`src/rtl/btime_dn_ctrl_if.sv`:
```
// Bus bundle between the ROM download source and btime_dn_ctrl.
// Checksum signals exist only when BTIME_DN_CHECKSUM_EN is defined.
interface btime_dn_ctrl_if;
  logic        ioctl_download;
  logic        ioctl_wr;
  logic [24:0] ioctl_addr;
  logic [7:0]  ioctl_dout;
  logic        ext_reset;
  logic        tgt_ready;
  logic [16:0] dn_addr;
  logic [7:0]  dn_data;
  logic [3:0]  dn_we;
  logic        core_reset;
  logic        dn_done;
  logic        overrun;
  logic        range_err;
`ifdef BTIME_DN_CHECKSUM_EN
  logic [7:0]  exp_sum;
  logic [7:0]  sum;
  logic        sum_err;

  modport master (
    output ioctl_download, ioctl_wr, ioctl_addr, ioctl_dout, ext_reset, tgt_ready, exp_sum,
    input  dn_addr, dn_data, dn_we, core_reset, dn_done, overrun, range_err, sum, sum_err
  );
  modport slave (
    input  ioctl_download, ioctl_wr, ioctl_addr, ioctl_dout, ext_reset, tgt_ready, exp_sum,
    output dn_addr, dn_data, dn_we, core_reset, dn_done, overrun, range_err, sum, sum_err
  );
`else
  modport master (
    output ioctl_download, ioctl_wr, ioctl_addr, ioctl_dout, ext_reset, tgt_ready,
    input  dn_addr, dn_data, dn_we, core_reset, dn_done, overrun, range_err
  );
  modport slave (
    input  ioctl_download, ioctl_wr, ioctl_addr, ioctl_dout, ext_reset, tgt_ready,
    output dn_addr, dn_data, dn_we, core_reset, dn_done, overrun, range_err
  );
`endif
endinterface

```
`src/rtl/btime_dn_ctrl.sv`:
```
// ROM download controller: buffers ioctl bytes into four target regions and sequences core reset.
// Optional BTIME_DN_CHECKSUM_EN adds a running byte sum compared against exp_sum during HOLD.
module btime_dn_ctrl #(
  parameter logic [16:0] REG1_BASE   = 17'h0C000,
  parameter logic [16:0] REG2_BASE   = 17'h0E000,
  parameter logic [16:0] REG3_BASE   = 17'h16000,
  parameter logic [16:0] ROM_SIZE    = 17'h1A000,
  parameter int unsigned HOLD_CYCLES = 16
) (
  input  logic            clk_sys,
  input  logic            reset,
  btime_dn_ctrl_if.slave  bus
);

  localparam logic [2:0] StWait  = 3'd0;
  localparam logic [2:0] StLoad  = 3'd1;
  localparam logic [2:0] StDrain = 3'd2;
  localparam logic [2:0] StHold  = 3'd3;
  localparam logic [2:0] StRun   = 3'd4;

  localparam logic [7:0] HoldLast = 8'(HOLD_CYCLES - 1);

  logic [2:0]  state_q, state_d;
  logic        buf_full_q, buf_full_d;
  logic [16:0] buf_addr_q, buf_addr_d;
  logic [7:0]  buf_data_q, buf_data_d;
  logic [1:0]  buf_rgn_q, buf_rgn_d;
  logic [7:0]  hold_cnt_q, hold_cnt_d;
  logic        core_reset_q, core_reset_d;
  logic        dn_done_q, dn_done_d;
  logic        overrun_q, overrun_d;
  logic        range_err_q, range_err_d;

  logic        addr_ok, wr_load, drain, accept, clear_flags;
  logic [1:0]  rgn;
  logic [16:0] local_addr;
  logic [3:0]  dn_we_c;

  always_comb begin
    addr_ok = (bus.ioctl_addr[24:17] == 8'd0) && (bus.ioctl_addr[16:0] < ROM_SIZE);
    if (bus.ioctl_addr[16:0] < REG1_BASE) begin
      rgn        = 2'd0;
      local_addr = bus.ioctl_addr[16:0];
    end else if (bus.ioctl_addr[16:0] < REG2_BASE) begin
      rgn        = 2'd1;
      local_addr = bus.ioctl_addr[16:0] - REG1_BASE;
    end else if (bus.ioctl_addr[16:0] < REG3_BASE) begin
      rgn        = 2'd2;
      local_addr = bus.ioctl_addr[16:0] - REG2_BASE;
    end else begin
      rgn        = 2'd3;
      local_addr = bus.ioctl_addr[16:0] - REG3_BASE;
    end
  end

  // A drain and a new write in the same cycle hand the buffer straight over.
  assign wr_load = (state_q == StLoad) && bus.ioctl_wr;
  assign drain   = buf_full_q && bus.tgt_ready;
  assign accept  = wr_load && addr_ok && (!buf_full_q || drain);

  always_comb begin
    buf_full_d = buf_full_q;
    buf_addr_d = buf_addr_q;
    buf_data_d = buf_data_q;
    buf_rgn_d  = buf_rgn_q;
    if (accept) begin
      buf_full_d = 1'b1;
      buf_addr_d = local_addr;
      buf_data_d = bus.ioctl_dout;
      buf_rgn_d  = rgn;
    end else if (drain) begin
      buf_full_d = 1'b0;
    end
  end

  always_comb begin
    state_d = state_q;
    case (state_q)
      StWait:  if (bus.ioctl_download) state_d = StLoad;
      StLoad:  if (!bus.ioctl_download) state_d = StDrain;
      StDrain: begin
        if (bus.ioctl_download) state_d = StLoad;
        else if (!buf_full_d)   state_d = StHold;
      end
      StHold: begin
        if (bus.ioctl_download)         state_d = StLoad;
        else if (hold_cnt_q == HoldLast) state_d = StRun;
      end
      StRun:   if (bus.ioctl_download) state_d = StLoad;
      default: state_d = StWait;
    endcase
  end

  assign clear_flags = (state_q == StRun) && (state_d == StLoad);

  always_comb begin
    hold_cnt_d   = ((state_q == StHold) && (state_d == StHold)) ? hold_cnt_q + 8'd1 : 8'd0;
    dn_done_d    = (state_q == StHold) && (state_d == StRun);
    // Only a settled RUN lets ext_reset through, so core_reset stays high on entry and exit.
    core_reset_d = ((state_q == StRun) && (state_d == StRun)) ? bus.ext_reset : 1'b1;
    overrun_d    = clear_flags ? 1'b0 :
                   (overrun_q || (wr_load && addr_ok && buf_full_q && !drain));
    range_err_d  = clear_flags ? 1'b0 : (range_err_q || (wr_load && !addr_ok));
  end

  always_ff @(posedge clk_sys) begin
    if (reset) begin
      state_q      <= StWait;
      buf_full_q   <= 1'b0;
      buf_addr_q   <= '0;
      buf_data_q   <= '0;
      buf_rgn_q    <= '0;
      hold_cnt_q   <= '0;
      core_reset_q <= 1'b1;
      dn_done_q    <= 1'b0;
      overrun_q    <= 1'b0;
      range_err_q  <= 1'b0;
    end else begin
      state_q      <= state_d;
      buf_full_q   <= buf_full_d;
      buf_addr_q   <= buf_addr_d;
      buf_data_q   <= buf_data_d;
      buf_rgn_q    <= buf_rgn_d;
      hold_cnt_q   <= hold_cnt_d;
      core_reset_q <= core_reset_d;
      dn_done_q    <= dn_done_d;
      overrun_q    <= overrun_d;
      range_err_q  <= range_err_d;
    end
  end

  // Gated by reset so a byte caught by reset is never written.
  always_comb begin
    dn_we_c = 4'b0000;
    if (drain && !reset) dn_we_c[buf_rgn_q] = 1'b1;
  end

  assign bus.dn_we      = dn_we_c;
  assign bus.dn_addr    = buf_addr_q;
  assign bus.dn_data    = buf_data_q;
  assign bus.core_reset = core_reset_q;
  assign bus.dn_done    = dn_done_q;
  assign bus.overrun    = overrun_q;
  assign bus.range_err  = range_err_q;

`ifdef BTIME_DN_CHECKSUM_EN
  logic [7:0] sum_q, sum_d;
  logic       sum_err_q, sum_err_d;

  always_comb begin
    sum_d = sum_q;
    if ((state_q != StLoad) && (state_d == StLoad)) sum_d = 8'd0;
    else if (accept)                                 sum_d = sum_q + bus.ioctl_dout;
    sum_err_d = clear_flags ? 1'b0 :
                (sum_err_q || ((state_q == StHold) && (sum_q != bus.exp_sum)));
  end

  always_ff @(posedge clk_sys) begin
    if (reset) begin
      sum_q     <= 8'd0;
      sum_err_q <= 1'b0;
    end else begin
      sum_q     <= sum_d;
      sum_err_q <= sum_err_d;
    end
  end

  assign bus.sum     = sum_q;
  assign bus.sum_err = sum_err_q;
`endif

endmodule
```
`src/flat_wrapper.sv`:
```
// flat-port wrapper written by rule: the top's interface ports become plain ports
module btime_dn_ctrl_flat 
#(
  parameter logic [16:0] REG1_BASE   = 17'h0C000,
  parameter logic [16:0] REG2_BASE   = 17'h0E000,
  parameter logic [16:0] REG3_BASE   = 17'h16000,
  parameter logic [16:0] ROM_SIZE    = 17'h1A000,
  parameter int unsigned HOLD_CYCLES = 16
)
  (clk_sys, reset, bus_ioctl_download, bus_ioctl_wr, bus_ioctl_addr, bus_ioctl_dout, bus_ext_reset, bus_tgt_ready, bus_dn_addr, bus_dn_data, bus_dn_we, bus_core_reset, bus_dn_done, bus_overrun, bus_range_err);
  btime_dn_ctrl_if bus_i ();
  input  logic clk_sys;
  input  logic reset;
  input wire logic [$bits(bus_i.ioctl_download)-1:0] bus_ioctl_download;
  input wire logic [$bits(bus_i.ioctl_wr)-1:0] bus_ioctl_wr;
  input wire logic [$bits(bus_i.ioctl_addr)-1:0] bus_ioctl_addr;
  input wire logic [$bits(bus_i.ioctl_dout)-1:0] bus_ioctl_dout;
  input wire logic [$bits(bus_i.ext_reset)-1:0] bus_ext_reset;
  input wire logic [$bits(bus_i.tgt_ready)-1:0] bus_tgt_ready;
  output wire logic [$bits(bus_i.dn_addr)-1:0] bus_dn_addr;
  output wire logic [$bits(bus_i.dn_data)-1:0] bus_dn_data;
  output wire logic [$bits(bus_i.dn_we)-1:0] bus_dn_we;
  output wire logic [$bits(bus_i.core_reset)-1:0] bus_core_reset;
  output wire logic [$bits(bus_i.dn_done)-1:0] bus_dn_done;
  output wire logic [$bits(bus_i.overrun)-1:0] bus_overrun;
  output wire logic [$bits(bus_i.range_err)-1:0] bus_range_err;
  assign bus_i.ioctl_download = bus_ioctl_download;
  assign bus_i.ioctl_wr = bus_ioctl_wr;
  assign bus_i.ioctl_addr = bus_ioctl_addr;
  assign bus_i.ioctl_dout = bus_ioctl_dout;
  assign bus_i.ext_reset = bus_ext_reset;
  assign bus_i.tgt_ready = bus_tgt_ready;
  assign bus_dn_addr = bus_i.dn_addr;
  assign bus_dn_data = bus_i.dn_data;
  assign bus_dn_we = bus_i.dn_we;
  assign bus_core_reset = bus_i.core_reset;
  assign bus_dn_done = bus_i.dn_done;
  assign bus_overrun = bus_i.overrun;
  assign bus_range_err = bus_i.range_err;
  btime_dn_ctrl #(.REG1_BASE(REG1_BASE), .REG2_BASE(REG2_BASE), .REG3_BASE(REG3_BASE), .ROM_SIZE(ROM_SIZE), .HOLD_CYCLES(HOLD_CYCLES)) u_core (.clk_sys(clk_sys), .reset(reset), .bus(bus_i));
endmodule
```
`config.mk`:
```
export PLATFORM = sky130hd
export DESIGN_NAME = btime_dn_ctrl_flat
export DESIGN_NICKNAME = d
export VERILOG_FILES = /design/src/rtl/btime_dn_ctrl_if.sv /design/src/rtl/btime_dn_ctrl.sv /design/src/flat_wrapper.sv
export SDC_FILE = /design/constraint.sdc
export NUM_CORES = 1
export LEC_CHECK = 0
export CAP_MARGIN = 20
export CORE_UTILIZATION = 45
export CTS_BUF_LIST = sky130_fd_sc_hd__clkbuf_8
export DETAILED_ROUTE_END_ITERATION = 8
export HOLD_SLACK_MARGIN = 0.15
export PLACE_DENSITY = 0.82
export SLEW_MARGIN = 10
export SYNTH_ARGS = -nofsm -noshare
export SYNTH_HDL_FRONTEND = slang
export SYNTH_SLANG_ARGS = --single-unit
```
`constraint.sdc`:
```
create_clock -name clk_sys -period 1.75 [get_ports clk_sys]
set_input_delay 0.35 -clock clk_sys [delete_from_list [all_inputs] [get_ports clk_sys]]
set_output_delay 0.35 -clock clk_sys [all_outputs]
set_load 0.005 [all_outputs]
```
# ---- Yosys cells after proc, flatten, opt, wreduce, memory -nomap -nowiden
# Cells that the tools add are included.
dict set report word_totals {
  word_cells 75
  ff_bits 43
  in_bits 39
  output_inout_bits 33
}
dict set report op_classes {
  mux 18
  n_lt_le_gt_ge 6
  bitwise 2
  n_reduce_logical 27
  add_sub_neg 4
  n_eq_ne 8
}
# op n
set op_table {}
lappend op_table {{$mux W17} 3}
lappend op_table {{$lt A17 B16 Y1 const B} 2}
lappend op_table {{$lt A17 B17 Y1 const B} 2}
lappend op_table {{$sub A17 B16 Y17 const B} 2}
lappend op_table {{$mux W3} 6}
lappend op_table {{$sub A17 B17 Y17 const B} 1}
lappend op_table {{$logic_and A1 B1 Y1} 14}
lappend op_table {{$pmux W3 S4} 1}
lappend op_table {{$eq A3 B2 Y1 const B} 3}
lappend op_table {{$add A8 B1 Y8 const B} 1}
lappend op_table {{$eq A8 B4 Y1 const B} 1}
lappend op_table {{$logic_not A8 Y1} 1}
lappend op_table {{$reduce_or A2 Y1} 4}
lappend op_table {{$eq A3 B1 Y1 const B} 2}
lappend op_table {{$eq A3 B3 Y1 const B} 2}
lappend op_table {{$logic_not A1 Y1} 4}
lappend op_table {{$mux W1} 4}
lappend op_table {{$mux W2} 2}
lappend op_table {{$mux W4} 1}
lappend op_table {{$logic_not A3 Y1} 1}
lappend op_table {{$logic_or A1 B1 Y1} 3}
lappend op_table {{$lt A2 B3 Y1 const B} 1}
lappend op_table {{$demux W1 S2} 1}
lappend op_table {{$ge A2 B1 Y1 const B} 1}
lappend op_table {{$not A1 Y1} 2}

# ---- Depth between registers and ports, before layout
# Gate-level depths: netlist of run 1.
dict set report depth {
  word_depth 12
  mapped_depth 8
  depth_no_buf 6
}

# ---- Worst setup path after synthesis of run 1
# Ideal clock, no wire load.
dict set report synth_timing {
  path_kind {in2reg}
  startpoint {input bus_ioctl_addr[14]}
  endpoint {register u_core.buf_addr_q[4], in the netlist u_core.bus.dn_addr[4]}
  arrival_ps 1343
  n_path_buf 2
  setup_slack_ps 275
  setup_time_ps 132
  stages 8
  required_time_ps 1618
  path_cell_list {inv_1 > ha_1 > nand3b_1 > and4_1 > buf_2 > buf_4 > nand3_1 > a21oi_1}
}
dict set report synth_via {
  elab_chain_cells 4
  elab_cells_between_ends 10
  cone_classes {order compare: 4; mux: 3; reduce/logical: 3}
}
# element line_no
set synth_lines {}
lappend synth_lines {{start, declared} flat_wrapper.sv:16} ;# input wire logic [$bits(bus_i.ioctl_addr)-1:0] bus_ioctl_addr;
lappend synth_lines {{$lt A17 B17 Y1 (on tied branches)} {btime_dn_ctrl.sv:47, btime_dn_ctrl.sv:40}}
lappend synth_lines {{$mux W17 or $logic_and A1 B1 Y1 (tied branches)} {btime_dn_ctrl.sv:47, btime_dn_ctrl.sv:40}}
lappend synth_lines {{$mux W17 or $logic_and A1 B1 Y1 (tied branches)} {btime_dn_ctrl.sv:44, btime_dn_ctrl.sv:59}}
lappend synth_lines {{$mux W17 or $logic_and A1 B1 Y1 (tied branches)} {btime_dn_ctrl.sv:41, btime_dn_ctrl.sv:59}}
lappend synth_lines {{end signal, assigned} btime_dn_ctrl.sv:121} ;# buf_addr_q <= buf_addr_d;
lappend synth_lines {{end, declared} btime_dn_ctrl.sv:25} ;# logic [16:0] buf_addr_q, buf_addr_d;
# Several ways; a longest one is shown, not always the timed one.
# A chain may end at the register's enable or synchronous reset.

# ---- Final worst setup path of run 1
dict set report layout_timing {
  startpoint {input bus_ioctl_addr[21]}
  endpoint {register u_core.buf_rgn_q[1]}
}
dict set report layout_via {
  elab_chain_cells 4
}
# element line_no
set layout_lines {}
lappend layout_lines {{$logic_not A8 Y1} btime_dn_ctrl.sv:40} ;# addr_ok = (bus.ioctl_addr[24:17] == 8'd0) && (bus.ioctl_addr[16:0] < ROM_SIZE);
lappend layout_lines {{$logic_and A1 B1 Y1} btime_dn_ctrl.sv:40}
lappend layout_lines {{$logic_and A1 B1 Y1 (2 in series)} btime_dn_ctrl.sv:59} ;# assign accept = wr_load && addr_ok && (!buf_full_q || drain);
lappend layout_lines {{end signal, assigned} btime_dn_ctrl.sv:123} ;# buf_rgn_q <= buf_rgn_d;
lappend layout_lines {{end, declared} btime_dn_ctrl.sv:27} ;# logic [1:0] buf_rgn_q, buf_rgn_d;
# Every way passes these cells.

==> impl_metrics.tcl, run 1 <==
set metrics [dict create \
    grt.overflow.total 0 \
    synth_flop_cell "dfxtp_1" \
    num_vias 2001 \
    end_kind "flip-flop" \
    fin_area_um2 3020 \
    hp-class "flip-flop to flip-flop" \
    die_width_um 67.0 \
    fp.coreArea_um2 4030 \
    power.leakage_nw 1.15 \
    utilization_pct 75.1 \
    path_class "primary input to flip-flop" \
    postCtsHoldBufs 0 \
    drt_pass1_iterations 4 \
    grt_max_degree 29 \
    cts.path.max_buffers 2 \
    dr.first_iter.drc_count 112 \
    grt_usage_pct 22.9 \
    place.port_buffers 71 \
    fin_crit_ns 1.67 \
    antenna_found_initial 0 \
    cts.clk_slew.worst_paths_ns 0.08 \
    clock_sinks 43 \
    die_h_um 67.0 \
    dieArea_um2 4490 \
    grt_pass1_vias 1754 \
    finalPower_mw 1.95 \
    routed_wirelength_um 5210 \
    cp_max_fo 7 \
    ir_drop_uv 507 \
    via_per_inst 5.45 \
    htree_levels 2 \
    outcome "finished clean" \
    timing.slew.headroom_pct 62.1 \
    power.density_nw_per_um2 646 \
    synth_cells 227 \
    hold_ws_ns 0.439 \
    post_drt_wl_per_cell_um 14.2 \
    min_period_over_period_pct 95.4 \
    tightest_slew_ns 0.563 \
    dp_hpwl_um 3580 \
    r2r_cells 5 \
    yosys_warnings 0 \
    required_ns 1.99 \
    cts_root_buf "clkbuf_8" \
    setup_viol 0 \
    rows 23 \
    regArea_um2 862 \
    grt_pass1_wl_um 7810 \
    ys_seq_area_share_pct 45.2 \
    clock_latency_ns 0.30 \
    nFillCells 329 \
    place.gp.congestion 0.876 \
    ant_nets 0 \
    post_dp_cell_area_um2 2790 \
    maxCapViolCount 0 \
    ioPinCount 72 \
    drive_gt1_share_pct 15.8 \
    cts_tree "yes" \
    fin_skew_ns 0.00612 \
    syn_nets 271 \
    synthArstFlopShare_pct 0 \
    ys_seq_elements 43 \
    finalMaxSlewViolations 0 \
    start_util_pct 47.2 \
    multiInputGateArea_um2 978 \
    syn-cell-area_um2 1900 \
    hold_viol_final 0 \
    max_freq_mhz 599 \
    cp.arrival_ns 1.91 \
    tritoncts.num_buffers 5 \
    whs_path_depth 1 \
    nNetsFinal 360 \
    drc 0 \
    synth-edff-count 0 \
    area_growth_pct 58.9 \
    yosysUniqueCellTypes 41 \
    antenna_cells 0 \
    syn_area_per_cell_um2 8.38 \
    cp-start-kind "primary input" \
]
==> layout by cell type (no fill, tap or decap), types with 3 or more instances in the layout <==
cell type	netlist	routed
dlygate4sd2_1	0	4
nand3_1	27	27
xor2_1	4	4
clkdlybuf4s50_1	0	60
xnor2_1	3	3
nor2b_1	3	3
nand4_1	5	5
a21oi_2	0	3
buf_4	2	24
nand2_1	9	8
nor2_1	14	13
ha_1	5	5
dlymetal6s2s_1	0	5
clkbuf_8	0	5
dfxtp_1	43	42
and3_1	4	4
inv_1	6	6
a21oi_1	29	26
o21ai_0	21	20
o21ai_1	7	8
==> metal layers <==
layer	wire length, um	up-vias	track usage (%)	share of wire, %
li1	-	994	-	-
met1	2330	931	27.6	45
met2	2410	67	39.4	46
met3	390	9	5.48	7.5
met4	83	0	7.18	1.6
met5	0	-	0	0
==> sequential cells by signal, indices dropped and copies added (netlist names), 2 cells and up <==
name and count:
u_core.bus.dn_data 8, u_core.hold_cnt_q 8, u_core.bus.dn_addr 17, u_core.buf_rgn_q 2, u_core.state_q 3
==> area by class of cell <==
| type | instances | area share, % |
|---|---|---|
| timing repair buffer | 100 | 32.6 |
| multi-input combinational | 160 | 32.4 |
| sequential | 43 | 28.5 |
| clock buffer | 5 | 2.28 |
| tap | 50 | 2.07 |
| clock inverter | 3 | 1.45 |
| inverter | 6 | 0.745 |
==> where the power goes <==
group | internal [mW] | total (mW) | switching [mW] | leakage, nW
clock | 0.425 | 0.782 | 0.357 | 0.0581
combinational | 0.116 | 0.187 | 0.0713 | 0.748
sequential | 0.981 | 0.985 | 0.00382 | 0.347
==> cells in the mapped netlist, types with 2 or more instances <==
cell type / n / area [um2]
a211oi_1: 2 / 15.0
a21oi_1: 29 / 145
a311oi_1: 2 / 17.5
and3_1: 4 / 25.0
buf_2: 4 / 20.0
buf_4: 2 / 15.0
clkbuf_1: 11 / 41.3
dfxtp_1: 43 / 861
ha_1: 5 / 62.6
inv_1: 6 / 22.5
nand2_1: 9 / 33.8
nand3_1: 27 / 135
nand4_1: 5 / 31.3
nor2_1: 14 / 52.6
nor2b_1: 3 / 18.8
nor3_1: 2 / 10.0
nor4_1: 3 / 18.8
nor4_2: 2 / 25.0
o21ai_0: 21 / 105
o21ai_1: 7 / 35.0
xnor2_1: 3 / 26.3
xor2_1: 4 / 35.0
==> cells by family (layout without fill, tap and decap cells) <==
group,Yosys count,count (layout),share of synthesized area [%]
multiplexers,1,1,0.592
buffers and inverters,24,114,5.39
XOR/XNOR,7,7,3.22
AO/OA/AOI/OAI,70,70,20.4
flip-flops,43,43,45.2
AND/OR/NAND/NOR,77,77,21.8
adder cells (fa/ha/maj),5,5,3.29
==> final timing paths <==
path                             start                   end  slack (ns)
hold / removal    u_core.hold_cnt_q[0]  u_core.hold_cnt_q[0]        0.44
setup / recovery    bus_ioctl_addr[21]   u_core.buf_rgn_q[1]        0.08
setup reg to reg     u_core.state_q[0]   u_core.buf_rgn_q[1]        0.20
hold reg to reg   u_core.hold_cnt_q[0]  u_core.hold_cnt_q[0]        0.44
==> per-stage QoR <==
step / setup TNS (ns) / setup slack [ns] / std cells
2_1_floorplan: 0 / 0.275 / 227
3_3_place_gp: -9.82 / -0.303 / 354
3_5_place_dp: -10.68 / -0.346 / 354
4_1_cts: -0.0421 / -0.0224 / 364
5_1_grt: -0.0356 / -0.0315 / 367
6_report: 0 / 0.0804 / 367
==> worst max-delay path, stage by stage <==
cell and delay [ns]:
clkdlybuf4s50_1 0.41, nor4_2 0.32, nand4_1 0.16, buf_6 0.18
or3_4 0.37, a21oi_2 0.13
==> repair_timing <==
item | CTS | global route
setup buffers | 2 | 1
pin swaps | 1 | 6
resized for setup | 10 | 21
gates cloned | 0 | 2
setup endpoints to repair | 8 | 31
hold endpoints to repair | 0 | 0
Power figures use the tool's default switching activity.
==> inputs of run 2 (changes only) <==
CORE_MARGIN = 2   (was default)
==> impl_metrics.tcl, run 2 (synthesis gave the netlist of run 1 again) <==
set metrics [dict create \
    post_drt_wl_per_cell_um 15.2 \
    tns_ns 0 \
    place.port_buffers 71 \
    start_util_pct 47.2 \
    die_h_um 69.0 \
    finalWorstSetupSlack_ns 0.0427 \
    cts.path.max_buffers 2 \
    fp.coreArea_um2 4030 \
    final_cell_mix "clkdlybuf4s50_1 (64), dfxtp_1 (42), a21oi_1 (28)" \
    place_worst_setup_slack_ns -0.378 \
    die_width_um 69.0 \
    cp.arrival_ns 1.94 \
    final_common_cell "clkdlybuf4s50_1" \
    routed_wirelength_um 5580 \
    ir_drop_uv 517 \
    clock_latency_ns 0.30 \
    path_class "primary input to flip-flop" \
    dieArea_um2 4770 \
    nNetsFinal 360 \
    dr.first_iter.drc_count 185 \
    fin_cells 367 \
    max_freq_mhz 586 \
    via_per_inst 5.47 \
    grt_pass1_wl_um 9020 \
    utilization_pct 75.0 \
    place.gp.congestion 0.855 \
    hp-class "flip-flop to flip-flop" \
    drt_pass1_iterations 4 \
    cp-start-kind "primary input" \
    maxCapViolCount 0 \
    power.density_nw_per_um2 692 \
    ant_nets 0 \
    grt.overflow.total 0 \
    finalMaxSlewViolations 0 \
    area_growth_pct 58.8 \
    ioPinCount 72 \
    fin_skew_ns 0.0105 \
    num_vias 2009 \
    cts_tree "yes" \
    cts_root_buf "clkbuf_8" \
    power.leakage_nw 1.13 \
    rows 23 \
    grt_usage_pct 23.1 \
    min_period_over_period_pct 97.6 \
    fin_crit_ns 1.71 \
    hold_ws_ns 0.441 \
    grt_pass1_vias 1941 \
    cp_max_fo 4 \
    postCtsHoldBufs 0 \
    hold_viol_final 0 \
    end_kind "flip-flop" \
    required_ns 1.98 \
    clock_sinks 43 \
    drc 0 \
    place_inst 357 \
    antenna_found_initial 0 \
    htree_levels 2 \
    largest_reg_flops 17 \
    dp_hpwl_um 4030 \
    tightest_slew_ns 0.494 \
    tritoncts.num_buffers 5 \
    timing.slew.headroom_pct 66.7 \
    antenna_cells 0 \
    grt_max_degree 31 \
    outcome "finished clean" \
    cts.clk_slew.worst_paths_ns 0.08 \
    drive_gt1_share_pct 14.5 \
    setup_viol 0 \
]
## run 2: cell count changes in the layout (fill, tap and decap cells not counted), moves of 2 or more
cell             before  now
clkdlybuf4s50_1      60   64
dlymetal6s2s_1        5    1
a21oi_1              26   28
a21oi_2               3    1
buf_6                 2    4
clkdlybuf4s15_1       2    0
nor4_2                2    0
## run 2: final cells by class
type	instances	area [um2]
fillers	310	1010
clock inverters	3	63.8
inverters	6	22.5
clock buffers	5	68.8
flip-flops and latches	43	862
multi-input cells	160	971
repair buffers	100	971
well taps	50	62.6
## run 2: power breakdown
| part | switching, mW | leakage (nW) | total, mW | internal [mW] |
|---|---|---|---|---|
| Sequential | 0.00438 | 0.347 | 0.986 | 0.981 |
| Combinational | 0.0759 | 0.716 | 0.194 | 0.118 |
| Clock | 0.347 | 0.0695 | 0.912 | 0.565 |
## run 2: path summary, 6_finish.rpt
kind	from	endpoint	slack, ns	depth (start not counted)
setup / recovery	bus_ioctl_addr[20]	u_core.buf_rgn_q[1]	0.04	6
hold / removal	u_core.hold_cnt_q[0]	u_core.hold_cnt_q[0]	0.44	1
setup reg to reg	u_core.state_q[0]	u_core.buf_rgn_q[1]	0.18	5
hold reg to reg	u_core.hold_cnt_q[0]	u_core.hold_cnt_q[0]	0.44	1
## run 2: routing by layer
layer	part of all wire, %	GRT usage [%]	wire length, um
met2	51	40.5	2860
met1	40	27.3	2220
met3	7.6	6.29	424
met4	1.3	6.97	75
met5	0	0	0
## run 2: critical path, stage by stage
cell,delay [ns]
clkdlybuf4s50_1,0.45
nor4_4,0.34
nand4_1,0.16
buf_6,0.17
or3_1,0.35
a21oi_1,0.13
## run 2: what timing repair did
item | in CTS | in global routing
hold endpoints to repair | 0 | 0
buffers inserted | 0 | 1
pin swaps | 2 | 4
setup endpoints to repair | 19 | 29
gates resized for setup | 12 | 11
cloned | 0 | 1
## run 2: metrics by stage
step           area [um2]  power [mW]
2_1_floorplan        1900        1.06
3_3_place_gp         2810        1.19
3_5_place_dp         2810        1.20
4_1_cts              2960        2.10
5_1_grt              3020        2.16
6_report             3020        2.09
